==> src/rtl/usb_pkg.sv <==
`default_nettype none
// ============================================================================
// Module : usb_pkg
// Brief  : Shared USB receive-path constants (bit timing, byte size,
//          bit-stuffing run length).
// Rev    : 1.0 - initial release
// ============================================================================
package usb_pkg;

    // 96 MHz system clock over 12 Mbps full-speed line rate
    localparam int USB_CLKS_PER_BIT  = 8;
    // Clock-counter value at which the line is sampled
    localparam int USB_SAMPLE_POINT  = 3;
    localparam int USB_BITS_PER_BYTE = 8;
    // Ones in a row after which the transmitter inserts a stuffed zero
    localparam int USB_STUFF_RUN     = 6;

endpackage
`default_nettype wire

==> src/rtl/flex_counter.sv <==
`default_nettype none
// ============================================================================
// Module : flex_counter
// Brief  : Generic up-counter with synchronous clear and programmable
//          rollover. Counts 1..rollover_val and wraps rollover_val -> 1.
//          clear has priority over count_enable and loads 0.
// Ports  : clk, n_rst (async active-low)
//          clear         - synchronous clear to 0
//          count_enable  - advance the count this cycle
//          rollover_val  - last value before wrapping back to 1
//          count_out     - registered count
// Rev    : 1.0 - initial release
// ============================================================================
module flex_counter #(
    parameter int NUM_CNT_BITS = 4
) (
    input  logic                    clk,
    input  logic                    n_rst,
    input  logic                    clear,
    input  logic                    count_enable,
    input  logic [NUM_CNT_BITS-1:0] rollover_val,
    output logic [NUM_CNT_BITS-1:0] count_out
);

    localparam logic [NUM_CNT_BITS-1:0] C_ONE = NUM_CNT_BITS'(1);

    logic [NUM_CNT_BITS-1:0] r_count;
    logic [NUM_CNT_BITS-1:0] w_next;

    always_comb begin
        w_next = r_count;
        if (clear) begin
            w_next = '0;
        end else if (count_enable) begin
            if (r_count == rollover_val) begin
                w_next = C_ONE;
            end else begin
                w_next = r_count + C_ONE;
            end
        end
    end

    always_ff @(posedge clk, negedge n_rst) begin
        if (!n_rst) begin
            r_count <= '0;
        end else begin
            r_count <= w_next;
        end
    end

    assign count_out = r_count;

endmodule
`default_nettype wire

==> src/rtl/usb_rx_timer.sv <==
`default_nettype none
// ============================================================================
// Module : usb_rx_timer
// Brief  : USB receive bit-timing stage. Tracks bit phase with a clock-in-bit
//          counter (resynchronised on line edges), strobes shift_enable once
//          per bit at SAMPLE_POINT, counts bits per byte and pulses
//          byte_received after the 8th shift.
//          Optional feature macro USB_RX_TIMER_STUFF_EN: removes stuffed bits
//          after a run of six ones and pulses stuff_error on a violation.
// Ports  : clk, n_rst (async active-low)
//          enable_timer  - high for the duration of a packet
//          d_edge        - one-cycle pulse on any line transition
//          d_orig        - decoded bit value, valid at the sample point
//          shift_enable  - one-cycle shift strobe
//          byte_received - one-cycle pulse the cycle after the 8th shift
//          bit_cnt       - shifts taken in the current byte
//          stuff_error   - one-cycle pulse on a stuffing violation
// Rev    : 1.0 - initial release
// ============================================================================
module usb_rx_timer
    import usb_pkg::*;
#(
    parameter int CLKS_PER_BIT = USB_CLKS_PER_BIT,
    parameter int SAMPLE_POINT = USB_SAMPLE_POINT
) (
    input  logic       clk,
    input  logic       n_rst,
    input  logic       enable_timer,
    input  logic       d_edge,
    input  logic       d_orig,
    output logic       shift_enable,
    output logic       byte_received,
    output logic [3:0] bit_cnt,
    output logic       stuff_error
);

    localparam logic [3:0] C_CLKS_PER_BIT  = 4'(CLKS_PER_BIT);
    localparam logic [3:0] C_SAMPLE_POINT  = 4'(SAMPLE_POINT);
    localparam logic [3:0] C_BITS_PER_BYTE = 4'(USB_BITS_PER_BYTE);

    logic [3:0] w_clk_cnt;
    logic [3:0] w_clk_rollover;
    logic [3:0] w_bit_cnt_raw;
    logic       w_sample;
    logic       w_stuff_bit;
    logic       w_byte_done;
    logic       w_bit_clear;

    // ------------------------------------------------------------------
    // Clock-in-bit counter. Held at 0 while disabled; the first enabled
    // cycle advances 0 -> 1. On a line edge the rollover target is pointed
    // at the current count, so the counter wraps to 1 on the next cycle
    // whatever its present value: this is the resync.
    // ------------------------------------------------------------------
    assign w_clk_rollover = d_edge ? w_clk_cnt : C_CLKS_PER_BIT;

    flex_counter #(
        .NUM_CNT_BITS (4)
    ) u_clk_counter (
        .clk          (clk),
        .n_rst        (n_rst),
        .clear        (~enable_timer),
        .count_enable (enable_timer),
        .rollover_val (w_clk_rollover),
        .count_out    (w_clk_cnt)
    );

    assign w_sample = enable_timer && (w_clk_cnt == C_SAMPLE_POINT);

    // ------------------------------------------------------------------
    // Bit stuffing
    // ------------------------------------------------------------------
`ifdef USB_RX_TIMER_STUFF_EN
    localparam logic [2:0] C_STUFF_RUN = 3'(USB_STUFF_RUN);

    logic [2:0] r_ones_run;

    always_ff @(posedge clk, negedge n_rst) begin
        if (!n_rst) begin
            r_ones_run <= '0;
        end else if (!enable_timer) begin
            r_ones_run <= '0;
        end else if (w_sample) begin
            if (w_stuff_bit || !d_orig) begin
                r_ones_run <= '0;
            end else begin
                r_ones_run <= r_ones_run + 3'd1;
            end
        end
    end

    // The sample following a full run of ones is the inserted zero; a one
    // there means the transmitter broke the stuffing rule.
    assign w_stuff_bit = w_sample && (r_ones_run == C_STUFF_RUN);
    assign stuff_error = w_stuff_bit && d_orig;
`else
    logic w_unused_d_orig;
    assign w_unused_d_orig = d_orig;
    assign w_stuff_bit     = 1'b0;
    assign stuff_error     = 1'b0;
`endif

    assign shift_enable = w_sample && !w_stuff_bit;

    // ------------------------------------------------------------------
    // Bit-in-byte counter. Reaching 8 marks a completed byte for exactly
    // one cycle: byte_received is decoded from it and bit_cnt reads 0.
    // The counter is then cleared, unless a shift lands in that same
    // cycle, in which case the natural wrap 8 -> 1 keeps that bit.
    // ------------------------------------------------------------------
    assign w_byte_done = (w_bit_cnt_raw == C_BITS_PER_BYTE);
    assign w_bit_clear = ~enable_timer | (w_byte_done & ~shift_enable);

    flex_counter #(
        .NUM_CNT_BITS (4)
    ) u_bit_counter (
        .clk          (clk),
        .n_rst        (n_rst),
        .clear        (w_bit_clear),
        .count_enable (shift_enable),
        .rollover_val (C_BITS_PER_BYTE),
        .count_out    (w_bit_cnt_raw)
    );

    assign byte_received = enable_timer && w_byte_done;
    assign bit_cnt       = w_byte_done ? 4'd0 : w_bit_cnt_raw;

endmodule
`default_nettype wire
==> config.mk <==
export PLATFORM = sky130hd
export DESIGN_NAME = usb_rx_timer
export DESIGN_NICKNAME = d
export VERILOG_FILES = /design/src/rtl/usb_pkg.sv /design/src/rtl/flex_counter.sv /design/src/rtl/usb_rx_timer.sv
export SDC_FILE = /design/constraint.sdc
export NUM_CORES = 1
export LEC_CHECK = 0
export BUFFER_PORTS_ARGS = -buffer_cell sky130_fd_sc_hd__buf_2
export CORE_MARGIN = 2
export CORE_UTILIZATION = 47
export CTS_BUF_LIST = sky130_fd_sc_hd__clkbuf_16
export DETAILED_ROUTE_END_ITERATION = 7
export PLACE_DENSITY = 0.72
export SLEW_MARGIN = 5
export SYNTH_ARGS = -nofsm -noshare
export SYNTH_HDL_FRONTEND = slang
export SYNTH_HIERARCHICAL = 1
export SYNTH_SLANG_ARGS = --single-unit
==> constraint.sdc <==
create_clock -name clk -period 1.5 [get_ports clk]
set_input_delay 0.45 -clock clk [delete_from_list [all_inputs] [get_ports clk]]
set_output_delay 0.45 -clock clk [all_outputs]
set_load 0.05 [all_outputs]
==> results.yml, run 1 <==
synthesis:
  synth-main-ff-cell: "dfrtp_1"
  synth_seq_area_share_pct: 30.7
  yosys-top-cells-count: "dfrtp_1, xor2_1, nor2_1"
  netlist.area_leader.share_pct: 30.7
  syn_area_per_cell_sq_um: 9.20
  synth.area.top_cells: "dfrtp_1, xor2_1, o32ai_1"
  synth-compound-area-share_pct: 15.1
  yosysWarningCount: 6
  async_flop_share_pct: 100
  synth_top_family_by_area: "simple AND/OR/NAND/NOR gates"
  synth_area_sq_um: 653
  yosys.area_share.simple_pct: 25.9
  synth_edf_count: 0
  synth_area_leader_cell: "dfrtp_1"
  synth_mux_area_share_pct: 6.51
  ys_ff_latch: 8
  synthAdderAreaFrac_pct: 3.83
  synthCells: 71
  synth-xor-area-share_pct: 10.7
  ys_types: 24
floorplan:
  ioPinCount: 12
  dieArea_sq_um: 1700
  placement_rows: 13
  die_h_um: 41.3
  fp.coreArea_sq_um: 1300
  die_x_um: 41.3
  initial_utilization_pct: 50.2
clock_tree:
  clk_latency_ps: 230
  numCtsBuffers: 3
  clock_sinks: 8
  ctsHoldBuffers: 0
  cts-root-buf: "clkbuf_16"
  h-tree-depth: 1
  clockBufferDepth: 2
  tritoncts: "yes"
  path_clk_slew_ps: 30
placement:
  place_congestion: 0.764
  pre_cts_slack_ps: -219
  dpl.hpwl_um: 1060
  numPortBuffers: 9
route:
  wl_um: 2200
  postRouteAntennaNets: 0
  drcViolationCount: 0
  wl_per_cell_um: 18.2
  num_vias: 667
  drt_iter0_drc: 20
  viasPerCell: 5.51
  drtPass1Iterations: 4
layout:
  drive_gt1_share_pct: 56.6
  num_antenna_cells: 0
  multi_input_area_sq_um: 528
  nNetsFinal: 115
  register_area_sq_um: 200
  nFillCells: 52
  area_growth_pct: 78.5
grt:
  grt_max_degree: 10
  grt-busiest-layer: "met2"
  grt_usage_pct: 25.8
  grt_use_met1_pct: 36.2
  met3_usage_pct: 5.98
  grt_pass1_wl_um: 2690
  met2_usage_pct: 36.3
  grt_pass1_vias: 577
  antenna_found_initial: 0
  grt_overflow: 0
critical_path:
  worst_setup_path_end_kind: "output port"
  critical_path_class: "reg2out"
  worstPathRequired_ps: 1050
  cp-start-kind: "register"
  path_max_fanout: 2
  cp.arrival_ps: 1470
power:
  leakage_uw: 0.000540
  combPwrFrac_pct: 18.2
  p_int_uw: 629
  power_density_nw_per_um2: 691
  p_sw_uw: 177
  swShare_pct: 22.0
  p_seq_share_pct: 28.1
  clkPwrFrac_pct: 53.6
  ir_drop_v: 0.000882
sta:
  fin_crit_ps: 1920
  report.final.slew_viol_count: 0
  finalClockSkew_ps: 1.24
  rsz0062_at_grt: "true"
  max_freq_ghz: 0.520
  hold_violations: 0
  setup_ws_ps: -424
  min_period_over_period_pct: 128
  setup_viol: 12
  finalSetupTns_ps: -1930
outcome:
  violations: "setup timing"
  status: "complete, but fails checks"
job:
  maxCapViolations: 0
hold_path:
  min_path_type: "in2async"
cell usage in the layout (no fill, tap or decap), types with 2 or more instances in the layout:
cell,netlist,final
and2_4,0,3
buf_2,2,4
buf_4,1,16
buf_6,0,10
buf_8,0,4
clkbuf_16,0,3
conb_1,2,5
dfrtp_1,8,8
ha_1,2,2
inv_1,3,3
mux2_2,2,2
mux2i_1,2,2
nand2_1,6,6
nand2b_1,3,2
nand3_1,2,2
nand3b_1,2,2
nor2_1,7,4
nor2_2,0,2
nor4_2,2,2
o21a_1,2,2
o32ai_1,4,2
xor2_1,8,5
xor2_2,0,3
registers in the layout, indices dropped and copies added (netlist names):
name and count:
u_clk_counter/count_out 4, u_bit_counter/count_out 4
layout make-up:
type	instances	share of cell area (%)
clock buffer	3	6.44
inverter	3	0.966
multi-input combinational	57	45.3
sequential	8	17.2
tap	15	1.61
timing repair buffer	35	28.5
metal layers:
metal | share of wire (%) | up-vias
li1 | - | 309
met1 | 45 | 333
met2 | 51 | 23
met3 | 3.9 | 2
met4 | 0.36 | 0
met5 | 0 | -
power by group through the flow:
stage | clock network, uW | logic [uW] | registers, uW
after floorplan | 0 | 61.8 | 232
after global placement | 0 | 102 | 228
after detailed placement | 0 | 105 | 229
after CTS | 442 | 119 | 226
after global routing | 455 | 155 | 227
final | 432 | 147 | 227
kinds of logic after synthesis:
kind of cell / Yosys count
DFF: 8
AOI/OAI and AO/OA: 10
adders and majority gates: 2
muxes: 4
buffers and inverters: 9
xor gates and xnor gates: 8
and+or+nand+nor: 28
other: 2
final timing paths:
path                                       startpoint                    endpoint  slack (ps)  cells after the start
max                        u_bit_counter/count_out[2]               byte_received        -420                      3
min                                             n_rst  u_clk_counter/count_out[3]          60                      1
max reg2reg                u_bit_counter/count_out[2]  u_bit_counter/count_out[2]        -220                      5
min reg2reg                u_bit_counter/count_out[1]  u_bit_counter/count_out[1]         730                      3
max in group asynchronous                       n_rst  u_bit_counter/count_out[0]        1280                      1
min in group clk                         enable_timer  u_bit_counter/count_out[1]         650                      3
what timing repair did:
action | 4_1_cts | 5_1_grt
gates resized for setup | 23 | 13
pin swaps | 4 | 6
setup endpoints to repair | 10 | 13
buffers inserted | 4 | 4
per-stage QoR:
stage	utilization (%)	cell area (sq um)	power, uW	std cells	hold WS (ps)
3_3_place_gp	65.1	847	330	110	290
6_report	89.6	1170	806	121	55.6
4_1_cts	81.3	1060	787	117	51.9
3_5_place_dp	65.1	847	333	110	290
5_1_grt	89.6	1170	836	121	65.3
2_1_floorplan	-	683	294	74	154
worst max-delay path: stages (launching register included):
cell and delay [ps]:
dfrtp_1 390, or4b_4 580, nor2_4 120, buf_6 160
Power figures use the tool's default switching activity.
==> run 2: changes to the inputs <==
- ABC_AREA: default -> 1
- CORE_UTILIZATION: 47 -> 52
- PLACE_DENSITY: 0.72 -> 0.75
- SKIP_LAST_GASP: default -> 1
- clock period: 1.5 -> 2 ns (I/O delays scaled with it)
==> run 2 against run 1 <==
Against the previous run: the run now ends clean; area after synthesis up 11%; combinational power up 35%; non-clock buffer count down 25; clock power down 25%; critical endpoint is now shift_enable.
==> results.yml, run 2 <==
critical_path:
  slowest_delay_ps: 460
  path_max_fanout: 8
  path_common_cell: "inv_1"
  cp_slowest_cell: "dfrtp_1"
  critical_path_class: "reg2out"
  worstPathRequired_ps: 1400
  cp.arrival_ps: 1270
  path_buf_inv: 3
  cp-start-kind: "register"
  worst_setup_path_end_kind: "output port"
  crit_chain: "nand2_1 -> inv_1 -> nand3_1 -> inv_1 -> buf_2"
  critPathTopFamily: "flip-flops"
route:
  drt_iter0_drc: 8
  viasPerCell: 4.47
  num_vias: 688
  drtPass1Iterations: 4
  drcViolationCount: 0
  wl_um: 1330
  wl_per_cell_um: 8.60
  postRouteAntennaNets: 0
grt:
  grt_pass1_wl_um: 2110
  antenna_found_initial: 0
  grt_overflow: 0
  grt_usage_pct: 19.4
  grt_pass1_vias: 547
  grt_max_degree: 9
synthesis:
  synth-xor-area-share_pct: 2.42
  synth-main-ff-cell: "dfrtp_1"
  yosysMostFrequentCell: "nand2_1"
  synth_top_family_by_area: "simple AND/OR/NAND/NOR gates"
  synth_area_sq_um: 723
  synthAdderAreaFrac_pct: 3.46
  yosys.area_share.simple_pct: 40.8
  synth-compound-area-share_pct: 6.92
  synthCells: 123
  ys_ff_latch: 8
  synth_area_leader_cell: "dfrtp_1"
  synth_edf_count: 0
  syn_area_per_cell_sq_um: 5.88
  async_flop_share_pct: 100
  yosys-top-cells-count: "nand2_1, inv_1, dfrtp_1"
  synth_mux_area_share_pct: 0
  synth_seq_area_share_pct: 27.7
  synth.area.top_cells: "dfrtp_1, nand2_1, inv_1"
  netlist.area_leader.share_pct: 27.7
  yosysWarningCount: 6
  ys_types: 17
clock_tree:
  h-tree-depth: 1
  ctsHoldBuffers: 0
  clk_latency_ps: 230
  numCtsBuffers: 3
  tritoncts: "yes"
  clock_sinks: 8
  ctsResizeCount: 0
  cts-root-buf: "clkbuf_16"
  post_cts_buffers: 0
  path_clk_slew_ps: 30
  clockBufferDepth: 2
power:
  ir_drop_v: 0.000694
  leakage_uw: 0.000511
  power_density_nw_per_um2: 834
job:
  maxCapViolations: 0
sta:
  rsz0062_at_grt: "false"
  finalClockSkew_ps: 0.542
  setup_viol: 0
  setup_ws_ps: 131
  max_freq_ghz: 0.535
  fin_crit_ps: 1870
  report.final.slew_viol_count: 0
  hold_violations: 0
  min_period_over_period_pct: 93.4
  finalSetupTns_ps: 0
floorplan:
  die_x_um: 41.3
  initial_utilization_pct: 55.6
  die_h_um: 41.3
  ioPinCount: 12
  fp.coreArea_sq_um: 1300
  placement_rows: 13
  dieArea_sq_um: 1700
layout:
  drive_gt1_share_pct: 22.3
  nFillCells: 126
  final_common_cell: "nand2_1"
  stdcell_count: 154
  area_growth_pct: 22.0
  nNetsFinal: 148
  layout_common_cells: "nand2_1, inv_1, conb_1, buf_2, dfrtp_1"
  num_antenna_cells: 0
placement:
  place_congestion: 0.810
  dpl.hpwl_um: 1070
  numPortBuffers: 9
  pre_cts_slack_ps: 180
  dp_cells: 151
hold_path:
  min_path_type: "in2async"
outcome:
  status: "complete, no violations"
## run 2: cell type report
cell class                      count  area, sq um  area share (%)
Sequential cell                     8          200            22.7
Tap cell                           15         18.8            2.13
Timing Repair Buffer               10         52.6            5.96
Multi-Input combinational cell     89          427            48.4
Clock buffer                        3         75.1            8.51
Inverter                           29          109            12.3
## run 2: power breakdown
part	total (uW)	internal [uW]	switching, uW
registers	216	181	34.8
clock network	322	256	65.7
logic	198	62.0	136
total	736	499	237
## run 2: kinds of logic after synthesis
logic type               count (synthesis)
flip-flops                               8
adder cells (fa/ha/maj)                  2
XOR/XNOR                                 2
buffers and inverters                   33
AND/OR/NAND/NOR                         66
AO/OA/AOI/OAI                           10
other                                    2
## run 2: worst paths after layout
| kind | from | cells after the start | endpoint | slack, ps |
|---|---|---|---|---|
| hold / removal | n_rst | 1 | u_bit_counter/count_out[1] | 200 |
| setup reg to reg | u_clk_counter/count_out[0] | 9 | u_bit_counter/count_out[2] | 450 |
| setup / recovery | u_clk_counter/count_out[0] | 5 | shift_enable | 130 |
| hold reg to reg | u_clk_counter/count_out[3] | 2 | u_clk_counter/count_out[3] | 630 |
| min in group clk | u_clk_counter/count_out[3] | 2 | u_clk_counter/count_out[3] | 630 |
| max in group asynchronous | n_rst | 1 | u_clk_counter/count_out[3] | 1640 |
## run 2: per-stage QoR
stage                     power [uW]  hold slack, ps  util [%]  instance area, sq um
final                            736             202      67.8                   882
after CTS                        742             204      67.8                   882
after detailed placement         413             441      62.0                   807
after global placement           406             440      62.0                   807
after global routing             782             210      67.8                   882
after floorplan                  376             304         -                   754
## run 2: per-layer routing
layer	wire [um]	vias up	GRT usage, %
met2	642	6	29.3
met5	0	-	0
met4	0	0	9.68
met1	657	306	25.8
li1	-	376	-
met3	25	0	4.79
